**src/rtl/bram_stream_pkg.sv**
```systemverilog
// Shared types and constants for the BRAM-to-stream burst reader.
package bram_stream_pkg;

  typedef enum logic [1:0] {
    IDLE  = 2'd0,
    READ  = 2'd1,
    DRAIN = 2'd2,
    DONE  = 2'd3
  } state_e;

  localparam int FIFO_DEPTH = 2;
  localparam int FIFO_CNT_W = $clog2(FIFO_DEPTH + 1);

endpackage

```
**src/rtl/stream_fifo2.sv**
```systemverilog
// Two-entry valid/ready FIFO with fall-through when empty, so a word can leave
// in the same cycle it arrives.
module stream_fifo2
  import bram_stream_pkg::*;
#(
  parameter int WIDTH = 33
) (
  input  logic                  clk_i,
  input  logic                  rst_ni,
  input  logic                  in_valid_i,
  output logic                  in_ready_o,
  input  logic [WIDTH-1:0]      in_data_i,
  output logic                  out_valid_o,
  input  logic                  out_ready_i,
  output logic [WIDTH-1:0]      out_data_o,
  output logic [FIFO_CNT_W-1:0] count_o
);

  localparam int PTR_W = $clog2(FIFO_DEPTH);
  localparam logic [FIFO_CNT_W-1:0] DEPTH_C = FIFO_CNT_W'(FIFO_DEPTH);

  logic [WIDTH-1:0]      mem_q [FIFO_DEPTH];
  logic [PTR_W-1:0]      wr_ptr_q;
  logic [PTR_W-1:0]      rd_ptr_q;
  logic [FIFO_CNT_W-1:0] count_q;
  logic [FIFO_CNT_W-1:0] count_d;
  logic                  empty;
  logic                  push;
  logic                  pop;
  logic                  store;
  logic                  unload;

  assign empty       = (count_q == '0);
  assign in_ready_o  = (count_q != DEPTH_C);
  assign out_valid_o = empty ? in_valid_i : 1'b1;
  assign count_o     = count_q;

  // Output is forced to zero when nothing is valid, which also keeps it clean in reset.
  always_comb begin
    out_data_o = '0;
    if (!empty) begin
      out_data_o = mem_q[rd_ptr_q];
    end else if (in_valid_i) begin
      out_data_o = in_data_i;
    end
  end

  assign push   = in_valid_i && in_ready_o;
  assign pop    = out_valid_o && out_ready_i;
  assign store  = push && !(empty && pop);
  assign unload = pop && !empty;

  always_comb begin
    count_d = count_q;
    if (store && !unload) begin
      count_d = count_q + 1'b1;
    end else if (!store && unload) begin
      count_d = count_q - 1'b1;
    end
  end

  always_ff @(posedge clk_i or negedge rst_ni) begin
    if (!rst_ni) begin
      count_q  <= '0;
      wr_ptr_q <= '0;
      rd_ptr_q <= '0;
    end else begin
      count_q <= count_d;
      if (store) begin
        wr_ptr_q <= wr_ptr_q + 1'b1;
      end
      if (unload) begin
        rd_ptr_q <= rd_ptr_q + 1'b1;
      end
    end
  end

  always_ff @(posedge clk_i) begin
    if (store) begin
      mem_q[wr_ptr_q] <= in_data_i;
    end
  end

endmodule

```
**src/rtl/bram_stream_reader.sv**
```systemverilog
// Reads a burst of words from a BRAM and presents them as a valid/ready stream.
// Define BRAM_STREAM_STRIDE_EN to add a per-burst address stride input.
module bram_stream_reader
  import bram_stream_pkg::*;
#(
  parameter int RAM_WIDTH     = 32,
  parameter int RAM_ADDR_BITS = 9
) (
  input  logic                          clock,
  input  logic                          reset_n,
  input  logic                          start,
  input  logic [RAM_ADDR_BITS-1:0]      base_addr,
  input  logic [RAM_ADDR_BITS:0]        length,
`ifdef BRAM_STREAM_STRIDE_EN
  input  logic [RAM_ADDR_BITS-1:0]      stride,
`endif
  output logic                          busy,
  output logic                          done,
  output logic                          ram_enable,
  output logic [RAM_ADDR_BITS-1:0]      ram_address,
  input  logic signed [RAM_WIDTH-1:0]   ram_data,
  output logic                          m_valid,
  input  logic                          m_ready,
  output logic signed [RAM_WIDTH-1:0]   m_data,
  output logic                          m_last
);

  localparam logic [RAM_ADDR_BITS:0]  LEN_ZERO = '0;
  localparam logic [RAM_ADDR_BITS:0]  LEN_ONE  = (RAM_ADDR_BITS+1)'(1);
  localparam logic [FIFO_CNT_W-1:0]   DEPTH_C  = FIFO_CNT_W'(FIFO_DEPTH);

  state_e                   state_q;
  logic                     busy_q;
  logic                     done_q;
  logic [RAM_ADDR_BITS-1:0] addr_q;
  logic [RAM_ADDR_BITS-1:0] step_q;
  logic [RAM_ADDR_BITS-1:0] step_start;
  logic [RAM_ADDR_BITS:0]   remain_q;
  logic                     inflight_q;
  logic                     inflight_last_q;

  logic [FIFO_CNT_W-1:0]    fifo_count;
  logic [FIFO_CNT_W-1:0]    occupancy;
  logic                     fifo_in_ready;
  logic [RAM_WIDTH:0]       fifo_out;
  logic                     issue;
  logic                     issue_last;
  logic                     last_xfer;

`ifdef BRAM_STREAM_STRIDE_EN
  assign step_start = stride;
`else
  assign step_start = RAM_ADDR_BITS'(1);
`endif

  // Words buffered plus the one possibly in the BRAM output register must fit the FIFO.
  assign occupancy  = fifo_count + FIFO_CNT_W'(inflight_q);
  assign issue      = (state_q == READ) && (occupancy < DEPTH_C) && fifo_in_ready;
  assign issue_last = issue && (remain_q == LEN_ONE);
  assign last_xfer  = m_valid && m_ready && m_last;

  assign ram_enable  = issue;
  assign ram_address = addr_q;
  assign busy        = busy_q;
  assign done        = done_q;

  always_ff @(posedge clock or negedge reset_n) begin
    if (!reset_n) begin
      state_q  <= IDLE;
      busy_q   <= 1'b0;
      done_q   <= 1'b0;
      addr_q   <= '0;
      step_q   <= '0;
      remain_q <= '0;
    end else begin
      case (state_q)
        IDLE: begin
          if (start) begin
            addr_q   <= base_addr;
            step_q   <= step_start;
            remain_q <= length;
            if (length == LEN_ZERO) begin
              state_q <= DONE;
              done_q  <= 1'b1;
            end else begin
              state_q <= READ;
              busy_q  <= 1'b1;
            end
          end
        end
        READ: begin
          if (issue) begin
            addr_q   <= addr_q + step_q;
            remain_q <= remain_q - LEN_ONE;
            if (issue_last) begin
              state_q <= DRAIN;
            end
          end
        end
        DRAIN: begin
          if (last_xfer) begin
            state_q <= DONE;
            busy_q  <= 1'b0;
            done_q  <= 1'b1;
          end
        end
        DONE: begin
          state_q <= IDLE;
          done_q  <= 1'b0;
        end
        default: begin
          state_q <= IDLE;
          busy_q  <= 1'b0;
          done_q  <= 1'b0;
        end
      endcase
    end
  end

  // BRAM output is valid the cycle after ram_enable; track it with its last flag.
  always_ff @(posedge clock or negedge reset_n) begin
    if (!reset_n) begin
      inflight_q      <= 1'b0;
      inflight_last_q <= 1'b0;
    end else begin
      inflight_q      <= issue;
      inflight_last_q <= issue_last;
    end
  end

  stream_fifo2 #(
    .WIDTH(RAM_WIDTH + 1)
  ) u_fifo (
    .clk_i      (clock),
    .rst_ni     (reset_n),
    .in_valid_i (inflight_q),
    .in_ready_o (fifo_in_ready),
    .in_data_i  ({inflight_last_q, ram_data}),
    .out_valid_o(m_valid),
    .out_ready_i(m_ready),
    .out_data_o (fifo_out),
    .count_o    (fifo_count)
  );

  assign m_data = fifo_out[RAM_WIDTH-1:0];
  assign m_last = fifo_out[RAM_WIDTH];

endmodule

```
**config.mk**
```make
export PLATFORM = sky130hd
export DESIGN_NAME = bram_stream_reader
export DESIGN_NICKNAME = d
export VERILOG_FILES = /design/src/rtl/bram_stream_pkg.sv /design/src/rtl/stream_fifo2.sv /design/src/rtl/bram_stream_reader.sv
export SDC_FILE = /design/constraint.sdc
export NUM_CORES = 1
export LEC_CHECK = 0
export CORE_MARGIN = 8
export CORE_UTILIZATION = 53
export CTS_BUF_LIST = sky130_fd_sc_hd__clkbuf_2
export DETAILED_ROUTE_END_ITERATION = 7
export GPL_TIMING_DRIVEN = 0
export MAX_ROUTING_LAYER = met4
export PLACE_DENSITY_LB_ADDON = 0.12
export SLEW_MARGIN = 25
export SYNTH_ARGS = -nofsm -noshare
export SYNTH_HDL_FRONTEND = slang
export SYNTH_SLANG_ARGS = --single-unit
```
**constraint.sdc**
```tcl
create_clock -name clock -period 3.5 [get_ports clock]
set_clock_uncertainty 0.15 [all_clocks]
set_input_delay 0.875 -clock clock [delete_from_list [all_inputs] [get_ports clock]]
set_output_delay 0.875 -clock clock [all_outputs]
set_load 0.005 [all_outputs]
```
==> results by group <==
Routing
  • Vias post-DR: between 3,000 and 4,000
  • Drt drc: 0
  • ANT nets after route: 0
  • Routed WL per cell: 17.1 um
  • Via density: 5.56
  • 1st-pass router iterations: 4
  • Final WL: 10.4 mm
  • Initial drt markers: between 150 and 200

Clock network
  • Clock Sinks: 96
  • CTS tree: built
  • CTS Buf Count: 9
  • H-tree Lvls: 3
  • Clock tree buffer depth: 2
  • Worst-Skew Late Latency: between 500 and 600 ps
  • Clock Pin Slew Worst Setup and Hold Paths: 260 ps
  • Setup Buffers After CTS: 0
  • Clock root buffer: clkbuf_2

Outcome
  • Status: completed

Placed design
  • Hpwl dp: 7.47 mm
  • IO buf count: 100
  • GP Congestion: roughly 0.85

GRT
  • First-pass GRT wire length: between 15 and 20 mm
  • Vias in the first global route: roughly 3,400
  • GRT Residual Overflow: 0
  • Pin count of the biggest net entering global routing: 31
  • Initial antenna violation count: 0
  • Gr usage total: 0.184

Worst setup path
  • Worst EP arrival: 2300 ps
  • CP endpoint kind: output port
  • WP data required: 2470 ps
  • Crit path launch type: flop
  • Cell repeated most along the worst path: buf_6
  • Worst path cell trace: buf_6, nor2_4, buf_6, mux2i_1, clkdlybuf4s50_1
  • Worst-path maximum fanout: 10
  • Slowest-stage cell, CP: clkdlybuf4s50_1
  • Crit path largest cell delay: 580 ps
  • Crit Path Category: reg -> out

Timing
  • Fin. max-slew vios: 0
  • Final Cycle Share: 0.951
  • Slew headroom: 0.540
  • Fin Setup TNS: 0 ps
  • Final hold violations: 0
  • FMAX: 300 MHz
  • Post-route minimum period: 3330 ps
  • Worst Max-Slew Pin Slew: 690 ps
  • # setup viols final: 0
  • RSZ-0062 raised after global routing: yes
  • Min Hold Slack: roughly 180 ps

Hold path
  • Tightest Hold Check Type: in -> async

Synthesis
  • Synth Warn #: 0
  • Mapped Area: roughly 4600 um^2
  • Largest area contributor in the netlist: edfxtp_1
  • Post-synth EDFFs: 66
  • Synth async-reset ratio: 0.313
  • Top cells by count, synth: 66 x edfxtp_1, 49 x o21ai_0, 44 x nand3_1, 41 x mux2i_1, 30 x dfrtp_1
  • Cells after Synth: slightly below 400
  • Top cell type's share of synthesized area: 0.428
  • Syn Area/Cell: 12.0 um^2
  • Count leader, synth: edfxtp_1
  • Most used DFF post-synth: edfxtp_1
  • Post-synthesis cell type count: 55
  • Register area share after synthesis: 0.590
  • Register bit total from synthesis: between 90 and 100
  • Synth top area cells: edfxtp_1 43%, dfrtp_1 16%, mux2i_1 8.9%
  • Syn Nets: about 450

Finish
  • Fraction of layout cells with a size suffix above 1: 0.111
  • Synthesis-to-finish area growth: 28.6%
  • Final net count: 563
  • Ant. Diodes: 0

Die
  • Initial Utilization: 0.539
  • Die area: 12,000 um^2
  • Total core area: 8590 um^2
  • Die Ht: 109 um
  • Rows: 34
  • Die Span X: 109 um
  • # IOs: 101

Power
  • Leak Pwr: 2.19 nW
  • Pwr Density: 301 nW/um^2
  • Worst vdd ir: 157 uV
  • Design Power: 0.00179 W

Flow run
  • # Max-Cap Violations: 0
power breakdown:
group | internal (W) | total (W) | switching (W)
Sequential | 0.00122 | 0.00122 | 0
Combinational | 0.0000557 | 0.0000874 | 0.0000317
Clock | 0.000101 | 0.000487 | 0.000386
Total | 0.00137 | 0.00179 | 0.000418
per-stage QoR:
step	util	setup slack (ps)	instance area, um^2	cells
final	0.692	171	5950	611
after global routing	0.692	-10.6	5950	611
after CTS	0.689	28.8	5920	611
after detailed placement	0.678	297	5820	596
after global placement	0.671	-907	5760	594
after floorplan	-	423	4630	386
worst paths after layout:
check / start / end / slack (ps) / cells after the start
worst min-delay path: reset_n / ram_address[5] / 180 / 1
worst min register to register: inflight_last_q / u_fifo.mem_q[0][32] / 340 / 0
worst max-delay path: u_fifo.count_o[0] / m_last / 170 / 5
max in group asynchronous: reset_n / step_q[0] / 2560 / 1
min in group clock: inflight_last_q / u_fifo.mem_q[0][32] / 340 / 0
worst max register to register: state_q[0] / ram_address[8] / 1250 / 9
metal layers:
layer,vias up,routed length (um),track usage
met5,-,0,-
met3,4,594,0.0422
li1,1674,-,-
met4,0,55,0.0492
met2,90,5170,0.285
met1,1628,4600,0.237
sequential cells by signal, indices dropped and copies added, names as in the netlist, 2 cells and up:
register and count:
state_q 2, remain_q 10, ram_address 9, u_fifo.mem_q 66, u_fifo.count_o 2
final cells by class:
type / instances / area [um^2]
Sequential cell: 96 / 2730
Multi-Input combinational cell: 254 / 1710
Inverter: 9 / 33.8
Clock inverter: 7 / 51.3
Clock buffer: 9 / 45.0
Fill cell: 654 / 2640
Timing Repair Buffer: 102 / 1060
Tap cell: 108 / 135
Buffer: 26 / 186
repair_timing:
| action | in CTS | in global routing |
|---|---|---|
| endpoints found under the setup margin | 30 | 32 |
| hold endpoints to repair | 0 | 0 |
| resized for setup | 3 | 25 |
| hold buffers | 0 | 0 |
| pin swaps | 0 | 0 |
logic make-up after synthesis:
family	Yosys count	share of synthesized area
AOI/OAI and AO/OA	93	0.114
DFF	96	0.590
muxes	43	0.0935
adders and majority gates	10	0.0270
buffers and inverters	36	0.0424
xor gates and xnor gates	6	0.0114
and+or+nand+nor	102	0.121
layout by cell type, fill, tap and decap left out, types with 2 or more instances in the layout:
cell	n
clkdlybuf4s50_1	96
edfxtp_1	66
o21ai_0	49
nand3_1	44
mux2i_1	41
dfrtp_1	30
a21oi_1	19
nand2_1	18
clkbuf_2	14
nor2_1	11
o22ai_1	10
ha_1	10
inv_1	9
buf_6	5
buf_4	5
buf_2	4
inv_6	4
clkbuf_4	3
clkbuf_1	3
xor2_1	3
nor3_1	3
nand4_1	3
xnor2_1	3
dlymetal6s2s_1	3
nor2_4	2
nor3b_2	2
nor4_1	2
a31oi_1	2
mux2_2	2
buf_16	2
critical path, delay by kind of cell (launching register included):
family | cells | cell delay (ps)
buf+inv | 3 | 860
flops | 1 | 440
simple gates | 1 | 110
mux | 1 | 370
Power figures use the tool's default switching activity.
==> RTL edit, RTL diff (config.mk and constraints unchanged) <==
Re-encode `state_e` (4 states) as one-hot, 4 bits wide.
--- a/src/rtl/bram_stream_pkg.sv
+++ b/src/rtl/bram_stream_pkg.sv
@@ -3,7 +3,7 @@
 
-  typedef enum logic [1:0] {
-    IDLE  = 2'd0,
-    READ  = 2'd1,
-    DRAIN = 2'd2,
-    DONE  = 2'd3
+  typedef enum logic [3:0] {
+    IDLE  = 4'b0001,
+    READ  = 4'b0010,
+    DRAIN = 4'b0100,
+    DONE  = 4'b1000
   } state_e;
Check against the original RTL: no difference found for any inputs over 10 cycles, from zero or initial values and one cycle with reset_n low; not proved beyond that.
==> RTL edit against the unedited design <==
Wire length up 9.5%; critical endpoint is now m_data[13]; synthesized cell count did not move; design area increased by 1.4%; synthesized area about the same; final cell count up 0.16%; worst setup slack got worse by 0.050 ns; critical path type unchanged; sequential cell count is 2 higher.
Power is not compared: it rests on default switching activity, and its combinational part moved more than twofold at a synthesized area within 25%.
==> RTL edit: results (changes against the unedited design) <==
** Timing
- The tightest slew margin relative to the limit is 52.2% (was 54.0%).
- The worst hold-check slack is 0.0472 ns (was 0.176 ns).

** Finish
- Finished Cell Area :: 0.00603 mm² (was 0.00595 mm²)
- The fraction of layout cells with a size suffix above 1 came to 11.5% (was 11.1%).
- Total of plain and repair buffers excluding clock buffers :: 130 (was 128)
- Clk tree area frac :: 1.93% (was 1.62%)
- The proportion of cell area occupied by multi-input gates is 28.5% (was 28.7%).
- Number of ordinary inverters in the final layout :: 5 (was 9)
- Clkbuf count :: 10 (was 9)
- The total number of multi-input combinational cells is 255 (was 254).
- The final core utilization came to 70.2% (was 69.2%).

** Clock tree
- The number of gates given a new drive strength after cts is 17 (was 3).

** Global route
- The routing usage on met1 was 23.5% (was 23.7%).
- GR met3 Demand/Resource :: 3.11% (was 4.22%)
- The global-route wire length before repair is 18.2 mm (was 16.7 mm).

** Setup path
- Max incr delay on CP :: 0.56 ns (was 0.58 ns)
- Reg-to-Reg Start :: state_q[0] (unchanged)
- R2R Path End :: remain_q[1] (was ram_address[8])
- The cell depth of the worst flop-to-flop path was 6 (was 9).

** Synth
- Distinct cell type count after synthesis :: 57 (was 55)
- Most frequent cells after synthesis :: 66 x edfxtp_1, 59 x o21ai_0, 36 x nand3_1 (was 66 x edfxtp_1, 49 x o21ai_0, 44 x nand3_1)
- Ys async rst share :: 32.7% (was 31.3%)
- Post-Synthesis Net Count :: 446 (was 451)

** Place
- Worst-case setup slack after placement :: 0.0848 ns (was 0.297 ns)
- Placed cell areas :: 0.00583 mm² (was 0.00582 mm²)

** Route
- The count of TritonRoute iterations in the first routing pass is 6 (was 4).
- Detailed-route vias per instance :: 5.80 (was 5.56)
- The detailed-routed wire length on met2 is 5.85 mm (was 5.17 mm).
- The first-iteration detailed-routing DRC count is 195 (was 182).
- The detailed-route wire length came to 11.4 mm (was 10.4 mm).

** Outcome
- Status: complete, no violations (unchanged).
## RTL edit: changes by cell type after synthesis, sizes merged, moves of 6 or more
cell    delta
o21ai      +9
nand2      -7
nand3      -8
mux2i      -9
nor2       +6
o22ai      -8
buf        -7
clkbuf     +8
## RTL edit: worst max path at each step
stage | startpoint | endpoint | slack (ns)
after detailed placement | u_fifo.count_o[0] | m_data[12] | 0.08
after CTS | u_fifo.count_o[0] | m_data[25] | 0.003
after global placement | m_ready | u_fifo.mem_q[0][18] | -0.96
after global routing | u_fifo.count_o[0] | m_data[27] | 0.001
final | u_fifo.count_o[0] | m_data[13] | 0.12
after floorplan | m_ready | u_fifo.mem_q[0][0] | 0.41
## RTL edit: kinds of logic after synthesis
kind of cell,Yosys count,synth area share (%)
flops,98,60.1
mux,32,6.92
simple gates,99,11.9
buf+inv,33,3.08
fa+ha+maj,5,1.35
compound gates,111,15.1
xor+xnor,8,1.51
